**src/rtl/fifo_wr_arbiter.sv**
```systemverilog
// fifo_wr_arbiter
// Round-robin write arbiter that lets NUM_REQ producers share one FIFO write
// port. A producer owns the port for a burst of up to MAX_BURST beats. The
// burst ends early when the producer drops its request. One idle cycle always
// separates two consecutive grants.
//
// Ports:
//   clk          system clock, all state on the rising edge
//   rst          asynchronous active-low reset
//   req          per-producer write request
//   req_data     producer i data in bits [i*DATA_WIDTH +: DATA_WIDTH]
//   gnt          one-hot current owner (registered), zero when idle
//   ack          one-hot, high in the cycle the owner's beat is written
//   fifo_full    full flag from the FIFO
//   fifo_wr_en   FIFO write enable
//   fifo_data_in FIFO write data
//   busy         high while a producer holds the grant
module fifo_wr_arbiter #(
    parameter int DATA_WIDTH = 8,
    parameter int NUM_REQ    = 4,
    parameter int MAX_BURST  = 4
) (
    input  logic                          clk,
    input  logic                          rst,
    input  logic [NUM_REQ-1:0]            req,
    input  logic [NUM_REQ*DATA_WIDTH-1:0] req_data,
    output logic [NUM_REQ-1:0]            gnt,
    output logic [NUM_REQ-1:0]            ack,
    input  logic                          fifo_full,
    output logic                          fifo_wr_en,
    output logic [DATA_WIDTH-1:0]         fifo_data_in,
    output logic                          busy
);

    localparam int IDX_W = $clog2(NUM_REQ);
    // One extra bit so the count can reach MAX_BURST on the final beat.
    localparam int CNT_W = $clog2(MAX_BURST) + 1;

    typedef enum logic {IDLE = 1'b0, GRANT = 1'b1} state_t;

    state_t                  state_reg, state_next;
    logic [IDX_W-1:0]        owner_reg, owner_next;
    logic [IDX_W-1:0]        last_owner_reg, last_owner_next;
    logic [CNT_W-1:0]        burst_cnt_reg, burst_cnt_next;
    logic [NUM_REQ-1:0]      gnt_reg, gnt_next;

    logic                    pick_found;
    logic [IDX_W-1:0]        pick_idx;
    logic [IDX_W-1:0]        cand;
    logic                    beat;
    logic                    leave;

    logic [DATA_WIDTH-1:0]   data_arr [NUM_REQ];

    generate
        for (genvar gi = 0; gi < NUM_REQ; gi++) begin : g_unpack
            assign data_arr[gi] = req_data[gi*DATA_WIDTH +: DATA_WIDTH];
        end
    endgenerate

    // Round-robin pick: first set request strictly after last_owner,
    // wrapping around, with last_owner itself considered last.
    always_comb begin
        pick_found = 1'b0;
        pick_idx   = '0;
        cand       = '0;
        for (int k = 1; k <= NUM_REQ; k++) begin
            cand = IDX_W'((int'(last_owner_reg) + k) % NUM_REQ);
            if (!pick_found && req[cand]) begin
                pick_found = 1'b1;
                pick_idx   = cand;
            end
        end
    end

    // State register
    always_ff @(posedge clk or negedge rst) begin
        if (!rst) begin
            state_reg      <= IDLE;
            owner_reg      <= '0;
            last_owner_reg <= IDX_W'(NUM_REQ - 1);
            burst_cnt_reg  <= '0;
            gnt_reg        <= '0;
        end else begin
            state_reg      <= state_next;
            owner_reg      <= owner_next;
            last_owner_reg <= last_owner_next;
            burst_cnt_reg  <= burst_cnt_next;
            gnt_reg        <= gnt_next;
        end
    end

    // Next-state logic
    always_comb begin
        state_next      = state_reg;
        owner_next      = owner_reg;
        last_owner_next = last_owner_reg;
        burst_cnt_next  = burst_cnt_reg;
        gnt_next        = gnt_reg;
        leave           = 1'b0;
        case (state_reg)
            IDLE: begin
                if (pick_found) begin
                    state_next     = GRANT;
                    owner_next     = pick_idx;
                    gnt_next       = NUM_REQ'(1) << pick_idx;
                    burst_cnt_next = '0;
                end
            end
            GRANT: begin
                if (!req[owner_reg]) begin
                    leave = 1'b1;
                end else if (!fifo_full) begin
                    burst_cnt_next = burst_cnt_reg + CNT_W'(1);
                    // The beat that completes the burst is still written.
                    if (burst_cnt_reg == CNT_W'(MAX_BURST - 1)) begin
                        leave = 1'b1;
                    end
                end
                if (leave) begin
                    state_next      = IDLE;
                    last_owner_next = owner_reg;
                    gnt_next        = '0;
                end
            end
            default: begin
                state_next = IDLE;
            end
        endcase
    end

    // Outputs: gated by the registered state so a reset clears them at once.
    always_comb begin
        busy         = (state_reg == GRANT);
        beat         = busy & req[owner_reg] & ~fifo_full;
        fifo_wr_en   = beat;
        ack          = beat ? gnt_reg : '0;
        fifo_data_in = busy ? data_arr[owner_reg] : '0;
    end

    assign gnt = gnt_reg;

endmodule

```
**config.mk**
```make
export PLATFORM = sky130hd
export DESIGN_NAME = fifo_wr_arbiter
export DESIGN_NICKNAME = d
export VERILOG_FILES = /design/src/rtl/fifo_wr_arbiter.sv
export SDC_FILE = /design/constraint.sdc
export NUM_CORES = 1
export LEC_CHECK = 0
export CAP_MARGIN = 20
export CORE_MARGIN = 4
export CORE_UTILIZATION = 25
export CTS_CLUSTER_DIAMETER = 100
export DETAILED_ROUTE_END_ITERATION = 10
export HOLD_SLACK_MARGIN = 0.1
export SLEW_MARGIN = 10
export SYNTH_ARGS = -nofsm -noshare
export SYNTH_HDL_FRONTEND = slang
export SYNTH_SLANG_ARGS = --single-unit
```
**constraint.sdc**
```tcl
create_clock -name clk -period 2.1 [get_ports clk]
set_input_delay 0.63 -clock clk [delete_from_list [all_inputs] [get_ports clk]]
set_output_delay 0.63 -clock clk [all_outputs]
set_load 0.01 [all_outputs]
```
After elaboration in Yosys (flattened, before gate mapping)
Cells that the tools add are included.
Word-level totals
  bits in registers: 12
  input port bits: 39
  logic and storage cells: 74
Cells by class
  add/subtract/negate cells: 5
  magnitude comparators: 6
  eq/ne operators: 5
  shift operators: 1
  multiplexer cells: 37
  bitwise operators: 5
  reductions and logical operators: 10
Operators with widths (count)
  2-to-1 mux 8 bit: 3
  binary-select mux 8 bit (select 2 bit): 1
  less-than comparator 2 x 3 -> 1 bit (second input constant): 5
  2-to-1 mux 1 bit: 15
  2-to-1 mux 4 bit: 3
  binary-select mux 1 bit (select 2 bit): 5
  2-to-1 mux 3 bit: 3
  2-to-1 mux 2 bit: 4
  case mux 4 bit (2 select lines): 1
  case mux 3 bit (2 select lines): 1
  AND reduction 2 bit: 3
  adder 2 x 1 -> 2 bit (second input constant): 2
  adder 2 bit (second input constant): 2
  != test 2 x 1 -> 1 bit (second input constant): 2
  != test 2 bit (second input constant): 2
  left shift 1 x 2 -> 4 bit (first input constant): 1
  adder 3 x 1 -> 3 bit (second input constant): 1
  == test 3 x 2 -> 1 bit (second input constant): 1
  >= comparator 3 bit (second input constant): 1
  logical AND 1 bit: 3
  logical NOT 1 bit: 3
  NOT 2 -> 3 bit: 1
  AND reduction 3 bit: 1
  bitwise AND 1 bit: 2
  2 further kinds: 3

Longest topological paths before layout
  word-level depth: 16
  mapped depth: 5
  depth with buffers taken out: 5

Least setup slack after synthesis
No wires, ideal clock.
  path kind: input port to output port
  from: input req[3]
  to: output ack[0]
  arrival: 1.621 ns
  data required time: 1.470 ns
  setup slack: -0.151 ns
  stages: 4
  buffers on the path: 1
  path through: mux4_2 > and3b_1 > buf_6 > and2_1
On the way
  word-level cells in the longest chain between the ends: 5
RTL lines
  start, declared: line 25  | input logic [NUM_REQ-1:0] req,
  binary-select mux 1 bit (select 2 bit): line 135  | beat = busy & req[owner_reg] & ~fifo_full;
  2-to-1 mux 1 bit (implied by the code): line 135
  bitwise AND 1 bit (2 in series): line 135
  via fifo_wr_en: line 30  | output logic fifo_wr_en,
  2-to-1 mux 4 bit: line 137  | ack = beat ? gnt_reg : '0;
  end, declared: line 28  | output logic [NUM_REQ-1:0] ack,
The timed path passes the listed nets, and every way through them passes these cells. The select of a mux whose other input is x is not followed.

Final worst setup path
  from: input req[3]
  to: output ack[1]
On the way
  word-level cells in the longest chain between the ends: 5
RTL lines (line)
  binary-select mux 1 bit (select 2 bit): 135
  2-to-1 mux 1 bit (implied by the code): 135
  bitwise AND 1 bit (2 in series): 135
  2-to-1 mux 4 bit: 137
No other way between the ends. The select of a mux whose other input is x is not followed.

==> flow_metrics.env <==
export IMPL_ys_seq_area_share_pct=32.35
export IMPL_end_kind="output port"
export IMPL_cp_arrival_ns=1.85
export IMPL_p_switching_uw=727.4
export IMPL_drtIter0Drc=21
export IMPL_clk_pin_slew_worst_paths_ns=0.05
export IMPL_period_share_pct=118.2
export IMPL_async_reset_ff_share_pct=100.0
export IMPL_std_cell_rows=21
export IMPL_hold_worst_slack_ns=0.5022
export IMPL_instances_no_fill=203
export IMPL_die_h_um=69.19
export IMPL_ctsLongestPathBuffers=2
export IMPL_worst_r2r_endpoint="last_owner_reg[1]$_DFFE_PN1P_"
export IMPL_die_w_um=69.19
export IMPL_root_buffer="clkbuf_8"
export IMPL_syn_avg_cell_area_um2=11.14
export IMPL_largest_reg_flops=4
export IMPL_synth_edf_count=0
export IMPL_drtAntennaViolNets=0
export IMPL_final_common_cell="dlygate4sd2_1"
export IMPL_power_internal_mw=1.351
export IMPL_nets=199
export IMPL_drv_cap=0
export IMPL_wl_per_cell_um=14.87
export IMPL_fmax_mhz=402.7
export IMPL_die_area_um2=4787
export IMPL_final_cell_mix="dlygate4sd2_1 (25), buf_6 (15), buf_4 (14)"
export IMPL_seq_power_share_pct=21.8
export IMPL_grt_max_degree=14
export IMPL_synth_flop_cell="dfrtp_1"
export IMPL_initial_core_util_pct=26.98
export IMPL_setup_viol=13
export IMPL_place_area_um2=1647
export IMPL_hp_start="burst_cnt_reg[0]$_DFFE_PN0P_"
export IMPL_clock_skew_ns=0.002907
export IMPL_synth_nets=125
export IMPL_worst_setup_path_type="input pin to output port"
export IMPL_ys_seq_elements=12
export IMPL_cp_start_kind="input pin"
export IMPL_gp_congestion=0.8685
export IMPL_numPlacedInstances=194
export IMPL_antenna_cells=0
export IMPL_violations="negative setup slack"
export IMPL_post_dp_hpwl_mm=2.322
export IMPL_slew_headroom_pct=63.31
export IMPL_powerDensity_nw_per_um2=1202
export IMPL_syn2layout_area_growth_pct=84.76
export IMPL_wirelength_mm=3.018
export IMPL_hold_depth=1
export IMPL_cts_sinks=12
export IMPL_drt_pass1_iter_count=4
export IMPL_holdBufCountCts=0
export IMPL_reg2reg_slack_ns=0.40
export IMPL_rsz0062_at_grt="true"
export IMPL_setup_ws_ns=-0.3831
export IMPL_pwr_share_comb_pct=66.1
export IMPL_clkPwrFrac_pct=12.1
export IMPL_cts_tree="yes"
export IMPL_p_leak_nw=0.7843
export IMPL_hold_viol=0
export IMPL_grt_pass1_vias=1000
export IMPL_cp_required_ns=1.47
export IMPL_syn_cell_area_um2=935.9
export IMPL_outcome="finished with violations"
export IMPL_reg2reg_depth=4
export IMPL_htree_levels=1
export IMPL_ios=57
export IMPL_synth_yosys_warnings=0
export IMPL_insertion_delay_ns=0.24
export IMPL_grt_use_total_pct=13.09
export IMPL_critical_path_max_fanout=5
export IMPL_grt_pass1_wl_mm=5.161
export IMPL_post_route_drc_count=0
export IMPL_min_to="burst_cnt_reg[0]$_DFFE_PN0P_"
export IMPL_numCtsBuffers=3
export IMPL_drive_gt1_share_pct=42.68
export IMPL_vias=967
export IMPL_synth_cells=84
export IMPL_max_slew_worst_pin_slew_ns=0.5486
export IMPL_r2r_start="owner_reg[0]$_DFFE_PN0P_"
export IMPL_hp_class="register to register"
export IMPL_post_route_min_period_ns=2.483
export IMPL_slew_viol_final=0
export IMPL_synth_cell_types=30
export IMPL_finalInstanceArea_um2=1729
export IMPL_io_buffers=56
export IMPL_vias_per_cell=4.764
export IMPL_vdd_drop_max_v=0.0007628
export IMPL_overflow=0
export IMPL_swShare_pct=35.00
export IMPL_antenna_found_initial=0
export IMPL_coreArea_um2=3468
[logic make-up (layout without fill, tap and decap cells)]
logic type               count (synthesis)  count (layout)  share of synthesized area [%]
AND/OR/NAND/NOR                         30              30                          17.65
AO/OA/AOI/OAI                           19              19                          16.98
multiplexers                            13              13                          26.20
flip-flops                              12              12                          32.35
buffers and inverters                    8              81                          4.144
adder cells (fa/ha/maj)                  2               2                          2.673
[power by group through the flow]
stage	Clock [mW]	Sequential, mW	Combinational [mW]
2_1_floorplan	0	0.452	0.690
3_3_place_gp	0	0.442	1.28
3_5_place_dp	0	0.447	1.29
4_1_cts	0.256	0.452	1.29
5_1_grt	0.266	0.471	1.48
6_report	0.251	0.453	1.37
[cells in the mapped netlist (2+ instances only)]
master,count,area share (%)
and2_1,12,8.0
dfrtp_1,10,27
mux4_2,9,22
nand2_1,8,3.2
a21oi_1,3,1.6
clkbuf_1,3,1.2
inv_1,3,1.2
nand2b_1,3,2.0
o21ai_0,3,1.6
a211oi_1,2,1.6
a22o_1,2,1.9
dfstp_2,2,5.6
ha_1,2,2.7
mux2_2,2,2.4
mux2i_1,2,2.1
nor2_1,2,0.80
nor2b_1,2,1.3
o32ai_1,2,1.9
[worst max-delay path, cell delays in order]
cell	delay [ns]
buf_6	0.09
mux4_2	0.48
and3b_2	0.26
buf_6	0.13
and2_4	0.14
buf_6	0.11
[metal layers]
metal	wire length, µm	global-route usage [%]	share of wire (%)
met1	1326	17.59	44
met2	1346	19.49	45
met3	294	4.058	9.7
met4	51	5.206	1.7
met5	0	0	0
[stage by stage]
stage / setup TNS, ns / total power, mW / worst slack (ns) / util (%)
after floorplan: -0.4758 / 1.142 / -0.1189 / -
after global placement: -11.66 / 1.722 / -1.045 / 47.47
after detailed placement: -12.01 / 1.737 / -1.052 / 47.47
after CTS: -2.636 / 1.995 / -0.3993 / 48.56
after global routing: -2.728 / 2.217 / -0.4048 / 49.86
final: -2.386 / 2.079 / -0.3831 / 49.86
[final cells by class]
class / count / area [µm²]
multi-input combinational: 64 / 618.1
inverter: 3 / 11.26
sequential: 12 / 304.0
clock buffer: 4 / 55.05
timing repair buffer: 74 / 683.2
tap: 46 / 57.56
fill: 337 / 1739
[what timing repair did]
| item | in CTS | in global routing |
|---|---|---|
| setup buffers | 4 | 0 |
| gates cloned | 1 | 0 |
| setup endpoints to repair | 13 | 13 |
| pin swaps | 11 | 2 |
| gates resized for setup | 112 | 16 |
[how the worst max path moves through the flow]
stage / startpoint / endpoint / slack, ns / depth (start not counted)
after floorplan: req[3] / ack[0] / -0.12 / 4
after global placement: req[3] / ack[1] / -1.04 / 5
after detailed placement: req[3] / ack[2] / -1.05 / 5
after CTS: req[3] / ack[1] / -0.40 / 6
after global routing: req[3] / ack[1] / -0.40 / 6
final: req[3] / ack[1] / -0.38 / 6
Note: power is estimated with default switching activity, not from simulation.
